### src/rtl/shift_seq_ctrl_if.sv
// rtl/shift_seq_ctrl_if.sv - job request and shift-register command bundle for shift_seq_ctrl
interface shift_seq_ctrl_if;
  logic       start;
  logic [3:0] din;
  logic [2:0] cnt;
  logic       rot;
  logic       fill;
  logic       abort;
  logic       q0;
  logic       sh;
  logic       l;
  logic [3:0] d;
  logic       si;
  logic       ready;
  logic       bit_data;
  logic       bit_vld;
  logic       done;

  modport slave (
    input  start, din, cnt, rot, fill, abort, q0,
    output sh, l, d, si, ready, bit_data, bit_vld, done
  );

  modport master (
    output start, din, cnt, rot, fill, abort, q0,
    input  sh, l, d, si, ready, bit_data, bit_vld, done
  );
endinterface

### src/rtl/shift_seq_ctrl.sv
// rtl/shift_seq_ctrl.sv - load-and-shift sequencer driving an external 4-bit shift register
module shift_seq_ctrl #(
  parameter int DIV = 1
) (
  input  logic             clk,
  input  logic             rst_n,
  shift_seq_ctrl_if.slave  bus
);

  typedef enum logic [2:0] {IDLE, LOAD, SHIFT, WAIT, FIN} state_t;

  localparam logic [3:0] WAIT_LEN = 4'(DIV - 1);

  state_t     state, state_nx;
  // Shadow of the external register: lets every output stay registered while
  // still presenting the bit that Q0 will show during the coming shift cycle.
  logic [3:0] sreg, sreg_nx;
  logic       rot_q, rot_nx;
  logic       fill_q, fill_nx;
  logic [2:0] rem, rem_nx;
  logic [3:0] wcnt, wcnt_nx;
  logic       pred_q0;
  logic       sh_nx, l_nx, si_nx, ready_nx, bit_nx, vld_nx, done_nx;
  logic [3:0] d_nx;

  // next-state and next-output decode
  always_comb begin
    state_nx = state;
    sreg_nx  = sreg;
    rot_nx   = rot_q;
    fill_nx  = fill_q;
    rem_nx   = rem;
    wcnt_nx  = wcnt;
    pred_q0  = sreg[0];
    sh_nx    = 1'b0;
    l_nx     = 1'b0;
    d_nx     = bus.d;
    si_nx    = bus.si;
    bit_nx   = bus.bit_data;
    vld_nx   = 1'b0;
    done_nx  = 1'b0;
    ready_nx = 1'b0;

    case (state)
      IDLE: begin
        if (bus.start && !bus.abort) begin
          state_nx = LOAD;
          l_nx     = 1'b1;
          d_nx     = bus.din;
          sreg_nx  = bus.din;
          rot_nx   = bus.rot;
          fill_nx  = bus.fill;
          // 0 and anything above 4 both mean a full 4-bit pass
          rem_nx   = (bus.cnt >= 3'd1 && bus.cnt <= 3'd4) ? bus.cnt : 3'd4;
        end else begin
          ready_nx = 1'b1;
        end
      end
      LOAD: state_nx = SHIFT;
      SHIFT: begin
        sreg_nx = {bus.si, sreg[3:1]};
        rem_nx  = rem - 3'd1;
        if (rem == 3'd1) begin
          state_nx = FIN;
        end else if (DIV == 1) begin
          state_nx = SHIFT;
          pred_q0  = sreg[1];
        end else begin
          state_nx = WAIT;
          wcnt_nx  = WAIT_LEN;
        end
      end
      WAIT: begin
        if (wcnt <= 4'd1) begin
          state_nx = SHIFT;
          pred_q0  = bus.q0;
        end else begin
          wcnt_nx = wcnt - 4'd1;
        end
      end
      FIN: begin
        state_nx = IDLE;
        ready_nx = 1'b1;
      end
      default: begin
        state_nx = IDLE;
        ready_nx = 1'b1;
      end
    endcase

    if (state_nx == SHIFT) begin
      sh_nx  = 1'b1;
      vld_nx = 1'b1;
      bit_nx = pred_q0;
      si_nx  = rot_q ? pred_q0 : fill_q;
    end
    if (state_nx == FIN) begin
      done_nx = 1'b1;
    end

    // cancel wins over everything once a job is in flight
    if (state != IDLE && bus.abort) begin
      state_nx = IDLE;
      sh_nx    = 1'b0;
      l_nx     = 1'b0;
      vld_nx   = 1'b0;
      done_nx  = 1'b0;
      ready_nx = 1'b1;
      bit_nx   = bus.bit_data;
      si_nx    = bus.si;
    end
  end

  // state, job context and registered outputs
  always_ff @(posedge clk or negedge rst_n) begin
    if (!rst_n) begin
      state        <= IDLE;
      sreg         <= '0;
      rot_q        <= 1'b0;
      fill_q       <= 1'b0;
      rem          <= '0;
      wcnt         <= '0;
      bus.sh       <= 1'b0;
      bus.l        <= 1'b0;
      bus.d        <= '0;
      bus.si       <= 1'b0;
      bus.ready    <= 1'b1;
      bus.bit_data <= 1'b0;
      bus.bit_vld  <= 1'b0;
      bus.done     <= 1'b0;
    end else begin
      state        <= state_nx;
      sreg         <= sreg_nx;
      rot_q        <= rot_nx;
      fill_q       <= fill_nx;
      rem          <= rem_nx;
      wcnt         <= wcnt_nx;
      bus.sh       <= sh_nx;
      bus.l        <= l_nx;
      bus.d        <= d_nx;
      bus.si       <= si_nx;
      bus.ready    <= ready_nx;
      bus.bit_data <= bit_nx;
      bus.bit_vld  <= vld_nx;
      bus.done     <= done_nx;
    end
  end

endmodule
### src/flat_wrapper.sv
// flat-port wrapper written by rule: the top's interface ports become plain ports
module shift_seq_ctrl_flat 
#(
  parameter int DIV = 1
)
  (clk, rst_n, bus_start, bus_din, bus_cnt, bus_rot, bus_fill, bus_abort, bus_q0, bus_sh, bus_l, bus_d, bus_si, bus_ready, bus_bit_data, bus_bit_vld, bus_done);
  shift_seq_ctrl_if bus_i ();
  input  logic clk;
  input  logic rst_n;
  input wire logic [$bits(bus_i.start)-1:0] bus_start;
  input wire logic [$bits(bus_i.din)-1:0] bus_din;
  input wire logic [$bits(bus_i.cnt)-1:0] bus_cnt;
  input wire logic [$bits(bus_i.rot)-1:0] bus_rot;
  input wire logic [$bits(bus_i.fill)-1:0] bus_fill;
  input wire logic [$bits(bus_i.abort)-1:0] bus_abort;
  input wire logic [$bits(bus_i.q0)-1:0] bus_q0;
  output wire logic [$bits(bus_i.sh)-1:0] bus_sh;
  output wire logic [$bits(bus_i.l)-1:0] bus_l;
  output wire logic [$bits(bus_i.d)-1:0] bus_d;
  output wire logic [$bits(bus_i.si)-1:0] bus_si;
  output wire logic [$bits(bus_i.ready)-1:0] bus_ready;
  output wire logic [$bits(bus_i.bit_data)-1:0] bus_bit_data;
  output wire logic [$bits(bus_i.bit_vld)-1:0] bus_bit_vld;
  output wire logic [$bits(bus_i.done)-1:0] bus_done;
  assign bus_i.start = bus_start;
  assign bus_i.din = bus_din;
  assign bus_i.cnt = bus_cnt;
  assign bus_i.rot = bus_rot;
  assign bus_i.fill = bus_fill;
  assign bus_i.abort = bus_abort;
  assign bus_i.q0 = bus_q0;
  assign bus_sh = bus_i.sh;
  assign bus_l = bus_i.l;
  assign bus_d = bus_i.d;
  assign bus_si = bus_i.si;
  assign bus_ready = bus_i.ready;
  assign bus_bit_data = bus_i.bit_data;
  assign bus_bit_vld = bus_i.bit_vld;
  assign bus_done = bus_i.done;
  shift_seq_ctrl #(.DIV(DIV)) u_core (.clk(clk), .rst_n(rst_n), .bus(bus_i));
endmodule
### config.mk
export PLATFORM = sky130hd
export DESIGN_NAME = shift_seq_ctrl_flat
export DESIGN_NICKNAME = d
export VERILOG_FILES = /design/src/rtl/shift_seq_ctrl_if.sv /design/src/rtl/shift_seq_ctrl.sv /design/src/flat_wrapper.sv
export SDC_FILE = /design/constraint.sdc
export NUM_CORES = 1
export LEC_CHECK = 0
export CAP_MARGIN = 10
export CORE_MARGIN = 5
export CORE_UTILIZATION = 41
export DETAILED_ROUTE_END_ITERATION = 6
export PLACE_DENSITY = 0.71
export SKIP_CTS_REPAIR_TIMING = 1
export SLEW_MARGIN = 10
export SYNTH_ARGS = -nofsm -noshare
export SYNTH_HDL_FRONTEND = slang
export SYNTH_SLANG_ARGS = --single-unit
### constraint.sdc
create_clock -name clk -period 5.3 [get_ports clk]
set_clock_uncertainty 0.2 [all_clocks]
set_input_delay 1.325 -clock clk [delete_from_list [all_inputs] [get_ports clk]]
set_output_delay 1.325 -clock clk [all_outputs]
set_load 0.01 [all_outputs]
==> results of run 1 <==
per-stage QoR:
| stage | hold slack [ns] | std cells | setup slack [ns] | utilization, % | total power, mW |
|---|---|---|---|---|---|
| floorplan | 0.242 | 107 | 2.88 | - | 0.372 |
| global placement | 0.257 | 160 | 1.97 | 52.9 | 0.439 |
| detailed placement | 0.268 | 160 | 1.86 | 52.9 | 0.444 |
| CTS | 0.306 | 164 | 2.22 | 54.2 | 0.545 |
| global route | 0.333 | 164 | 2.09 | 54.2 | 0.579 |
| finish | 0.294 | 164 | 2.26 | 54.2 | 0.540 |
cell families (layout without fill, tap and decap cells):
logic type | after synthesis | in the layout | synth area share (%)
muxes | 3 | 3 | 3.06
xor gates and xnor gates | 3 | 3 | 2.15
buffers and inverters | 8 | 34 | 3.68
AOI/OAI and AO/OA | 19 | 19 | 11.6
adders and majority gates | 4 | 4 | 4.09
DFF | 26 | 26 | 53.2
and+or+nand+nor | 44 | 44 | 22.2
layout make-up:
cell class	instances	area (µm²)	share of cell area, %
repair buffers	25	248	16.3
inverters	5	18.8	1.23
clock buffers	4	36.3	2.38
well taps	31	38.8	2.55
flip-flops and latches	26	652	42.8
multi-input cells	73	528	34.7
metal layers:
metal  vias up  GRT usage [%]  part of all wire [%]
met2        20           20.4                    47
met5         -              0                     0
li1        428              -                     -
met1       416           16.1                    45
met3         7           3.97                   6.4
met4         0           4.49                   1.5
where the power goes:
group	switching [mW]	leakage [nW]	internal, mW	total [mW]
registers	0.0342	0.330	0.243	0.278
logic	0.0699	0.322	0.0905	0.160
clock network	0.0595	0.0210	0.0421	0.102
worst max-delay path: stages:
cell	delay (ns)
clkdlybuf4s50_1	0.51
nor2_1	0.18
nand3_1	0.38
inv_2	0.27
nor2_1	0.10
a221o_1	0.30
cell usage after synthesis (2+ instances only):
master and count:
xnor2_1 2, inv_1 4, mux2_2 2, dfrtp_1 25, o21ai_0 3, nand2_1 12, nor2_1 7, a21o_1 3
and2_1 3, a21oi_1 2, a221o_1 3, nand3_1 4, ha_1 4, a31oi_1 2, nand2b_1 2, nor3b_1 2
a211oi_1 2, nor3_1 3, nor2_4 2
worst max path at each step:
stage / start / endpoint / cells past startpoint
finish: bus_abort / u_core.sreg[3] / 6
global route: bus_abort / u_core.sreg[2] / 6
CTS: bus_abort / u_core.sreg[3] / 6
detailed placement: bus_abort / u_core.sreg[3] / 6
global placement: bus_abort / u_core.sreg[3] / 6
floorplan: bus_abort / u_core.bus.bit_data / 3
state kept, by name, summed over array words and instances (netlist names):
name                 count
u_core.bus.d             4
u_core.sreg              4
u_core.wcnt              4
u_core.rem               3
u_core.state             3
u_core.bus.bit_data      1
u_core.bus.done          1
u_core.bus.l             1
u_core.bus.ready         1
u_core.bus.sh            1
u_core.bus.si            1
u_core.fill_q            1
u_core.rot_q             1
cells in the final DEF (no fill, tap or decap), drive strengths merged, types with 4 or more instances in the layout:
cell and instances:
inv 5, nor2 9, nand2 12, nand3 5, clkbuf 4, o21ai 4, ha 4, dfrtp 25
clkdlybuf4s50 24
==> metrics.md, run 1 <==
| Metric | Value |
|---|---|
| Final ANT Viol Nets | 0 |
| Status | finished, final reports clean |
| FF-to-FF Start | u_core.state[0] |
| Syn nets | approximately 130 |
| Total track usage | between 10% and 20% |
| Seq cells post-synth | 26 |
| Max cap viols | 0 |
| GPL Wtd Cong | approximately 0.74 |
| Hold path cells | 1 |
| Initial antenna violation count | 0 |
| Hold Path Origin | u_core.wcnt[3] |
| Layout cells sized above 1 | around 15% |
| Min cycle time layout | between 3 and 4 ns |
| Data arrival, critical path | between 3 and 4 ns |
| Startpoint Class | primary input |
| Area Overhead vs Synth | 24.2% |
| Port Buffer Count | 24 |
| Core area | 2810 µm² |
| Syn Area/Cell | around 11 µm² |
| Unrepaired setup endpoints after global routing | no |
| Pwr dens | 355 nW/µm² |
| Synth area leader | dfrtp_1 |
| Syn Std Cell Area | ~1200 µm² |
| GRT overflow | 0 |
| Post-DP Area | about 1500 µm² |
| Worst-path clk slew | around 0.14 ns |
| Design Area, Final | ~1500 µm² |
| Worst R2R Path Depth | 5 |
| Deepest clock path buffer count | 2 |
| Fin crit share | approximately 57% |
| Largest net degree at the start of global routing | 27 |
| CP Class | in2reg |
| Worst hold path class | reg2reg |
| VDD IR max | around 0.2 mV |
| EDFF count, synth | 0 |
| Ranking of synthesized cells by area | dfrtp_1, ha_1, nand2_1 |
| Synth Instances | around 110 |
| Worst EP required | 5.33 ns |
| Routed via count | 871 |
| WL final | ~2300 µm |
| Slew HR | ~67% |
| Vias per cell | 5.31 |
| First-pass GRT wire length | between 4000 and 5000 µm |
| Main flop type after synthesis | dfrtp_1 |
| Lkg Pwr | 0.673 nW |
| Seq/Total Area, Yosys | a little over half |
| Initial Util | approximately 44% |
| DRC | 0 |
| CP Max Fanout | 13 |
| Fill count | approximately 260 |
| IO Pins | 25 |
| Die Ht | approximately 65 µm |
| Async SR Flop Fraction | between 90% and 100% |
| Die width | approximately 65 µm |
| Final Hold Fails | 0 |
| R2r endpoint | u_core.sreg[3] |
| Post-synth top area share | roughly 51% |
| Layout net count | 152 |
| Setup TNS | 0 ns |
| Wire length per cell | 14.1 µm |
| Number of global-route vias before repair | between 900 and 1000 |
| Fmax | ~0.33 GHz |
| Yosys warning count | 0 |
| CP Capture Type | flip-flop |
| H-tree levels | 1 |
| Drt pass-1 iters | 2 |
| CTS tree | yes |
| Slew Viols, Final | 0 |
| Hold EP | u_core.wcnt[3] |
| DIE AREA | approximately 4200 µm² |
| Final setup vio count | 0 |
| Least-Margin Pin Slew | just under 0.5 ns |
| Std cell rows | 19 |
| Detail Placement HPWL | around 1800 µm |
| Root Buffer | clkbuf_4 |
| Diode count | 0 |
| Yosys cell types | 39 |
| Clk_lat worst skew | between 0.3 and 0.4 ns |
| 1st-iter DRT viols | 23 |
| Clk sink count | 26 |
| R2R Setup Slk | between 3 and 4 ns |
| CTS Buf Count | 3 |
(Power assumes the default switching activity.)
==> run 2, diff against run 1 <==
==> constraint.sdc (replaced) <==
create_clock -name clk -period 2.9 [get_ports clk]
set_clock_uncertainty 0.2 [all_clocks]
set_input_delay 0.725 -clock clk [delete_from_list [all_inputs] [get_ports clk]]
set_output_delay 0.725 -clock clk [all_outputs]
set_load 0.01 [all_outputs]
==> metrics.md, run 2 (synthesized netlist as in run 1, its figures left out) <==
| Metric | Value |
|---|---|
| Min cycle time layout | 2.30 ns |
| Port Buffer Count | 24 |
| Slew HR | between 60% and 70% |
| Least-Margin Pin Slew | 0.471 ns |
| Std cell rows | 19 |
| Max cap viols | 0 |
| 1st-iter DRT viols | 14 |
| DIE AREA | about 4200 µm² |
| Fin crit share | 79.3% |
| Worst-path clk slew | 0.14 ns |
| Largest stage delay, worst path | about 0.54 ns |
| Lkg Pwr | 0.677 nW |
| Routed via count | ~880 |
| Core area | 2810 µm² |
| Final ANT Viol Nets | 0 |
| Layout net count | 153 |
| Initial Util | 43.7% |
| Fmax | 0.435 GHz |
| CTS Buf Count | 3 |
| Clk sink count | 26 |
| Met1 usage | ~15% |
| CP Depth | 1 |
| Diode count | 0 |
| Data arrival, critical path | around 1.4 ns |
| Final setup vio count | 0 |
| Die width | about 65 µm |
| Worst R2R Path Depth | 6 |
| Critical path origin | u_core.bus.ready |
| Status | finished, final reports clean |
| DRC | 0 |
| Unrepaired setup endpoints after global routing | no |
| Critical path, cell by cell | clkdlybuf4s50_1 |
| Final Hold Fails | 0 |
| WHS | around 0.28 ns |
| Deepest clock path buffer count | 2 |
| Largest registers | u_core.bus.d (4), u_core.sreg (4), u_core.wcnt (4) |
| CP Class | reg2out |
| Worst setup endpoint | bus_ready |
| WL final | around 2300 µm |
| H-tree levels | 1 |
| Worst hold path class | reg2reg |
| Vias per cell | 5.30 |
| CP Max Fanout | 1 |
| Die Ht | 64.7 µm |
| Root Buffer | clkbuf_4 |
| Layout cells sized above 1 | between 10% and 20% |
| Number of global-route vias before repair | approximately 960 |
| Met3 GRT Util | under 10% |
| Most congested layer reported by global routing | met2 |
| Met2 usage | between 20% and 30% |
| Startpoint Class | flip-flop |
| Total track usage | roughly an eighth |
| Area Overhead vs Synth | 24.8% |
| Pwr dens | roughly 640 nW/µm² |
| Wire length per cell | 14.2 µm |
| Final core utilization | a little over half |
| Crit path max-delay family | flip-flops |
| Clk_lat worst skew | a little over 0.3 ns |
| Slowest cell on the critical path | dfstp_2 |
| GPL Wtd Cong | 0.734 |
| Drt pass-1 iters | 4 |
| Detail Placement HPWL | approximately 1800 µm |
| Slew Viols, Final | 0 |
| R2R Setup Slk | 0.92 ns |
| VDD IR max | between 0.3 and 0.4 mV |
| Largest net degree at the start of global routing | 17 |
| GRT overflow | 0 |
| Setup TNS | 0 ns |
| Initial antenna violation count | 0 |
| R2r endpoint | u_core.bus.si |
| FF-to-FF Start | u_core.wcnt[0] |
| CP Buf/Inv Count | 1 |
| Most frequent cells in the layout | dfrtp_1, clkdlybuf4s50_1, nand2_1 |
| CP Capture Type | primary output |
| Worst EP required | a little under 2 ns |
| First-pass GRT wire length | roughly 4200 µm |
| Fill count | 257 |
| Commonest non-fill, non-tap cell in the layout | dfrtp_1 |
| CTS tree | yes |
| IO Pins | 25 |
-- run 2: cell count changes in the layout (fill, tap and decap cells not counted) --
cell   previous run  this run
buf_4             1         2
-- run 2: report_power, final --
group | internal (mW) | total, mW | leakage, nW | switching (mW)
clock | 0.0767 | 0.181 | 0.0210 | 0.104
combinational | 0.167 | 0.295 | 0.326 | 0.128
sequential | 0.445 | 0.508 | 0.330 | 0.0633
-- run 2: layer usage --
metal  share of wire [%]  vias up  routed length, µm
met3                 5.1        0                119
met1                  45      432               1060
met4                   0        0                  0
li1                    -      428                  -
met2                  50       15               1160
met5                   0        -                  0
-- run 2: stage by stage --
step	total power, mW	std cells	setup WS [ns]	area, µm²
global placement	0.804	161	0.360	1490
floorplan	0.679	107	1.08	1220
global route	1.06	165	0.541	1530
detailed placement	0.814	161	0.274	1490
CTS	0.997	165	0.578	1530
finish	0.984	165	0.599	1530
-- run 2: worst min path at each step --
stage,start,to,cells after the start
after detailed placement,u_core.wcnt[3],u_core.wcnt[3],1
final,u_core.wcnt[3],u_core.wcnt[3],1
after global routing,u_core.wcnt[3],u_core.wcnt[3],1
after global placement,u_core.wcnt[3],u_core.wcnt[3],1
after floorplan,rst_n,u_core.bus.bit_data,0
after CTS,u_core.wcnt[3],u_core.wcnt[3],1
-- run 2: layout make-up --
cell class	count	area, µm²	share of cell area [%]
Timing Repair Buffer	26	255	16.7
Clock buffer	4	36.3	2.37
Multi-Input combinational cell	73	528	34.5
Tap cell	31	38.8	2.54
Sequential cell	26	652	42.6
Inverter	5	18.8	1.23
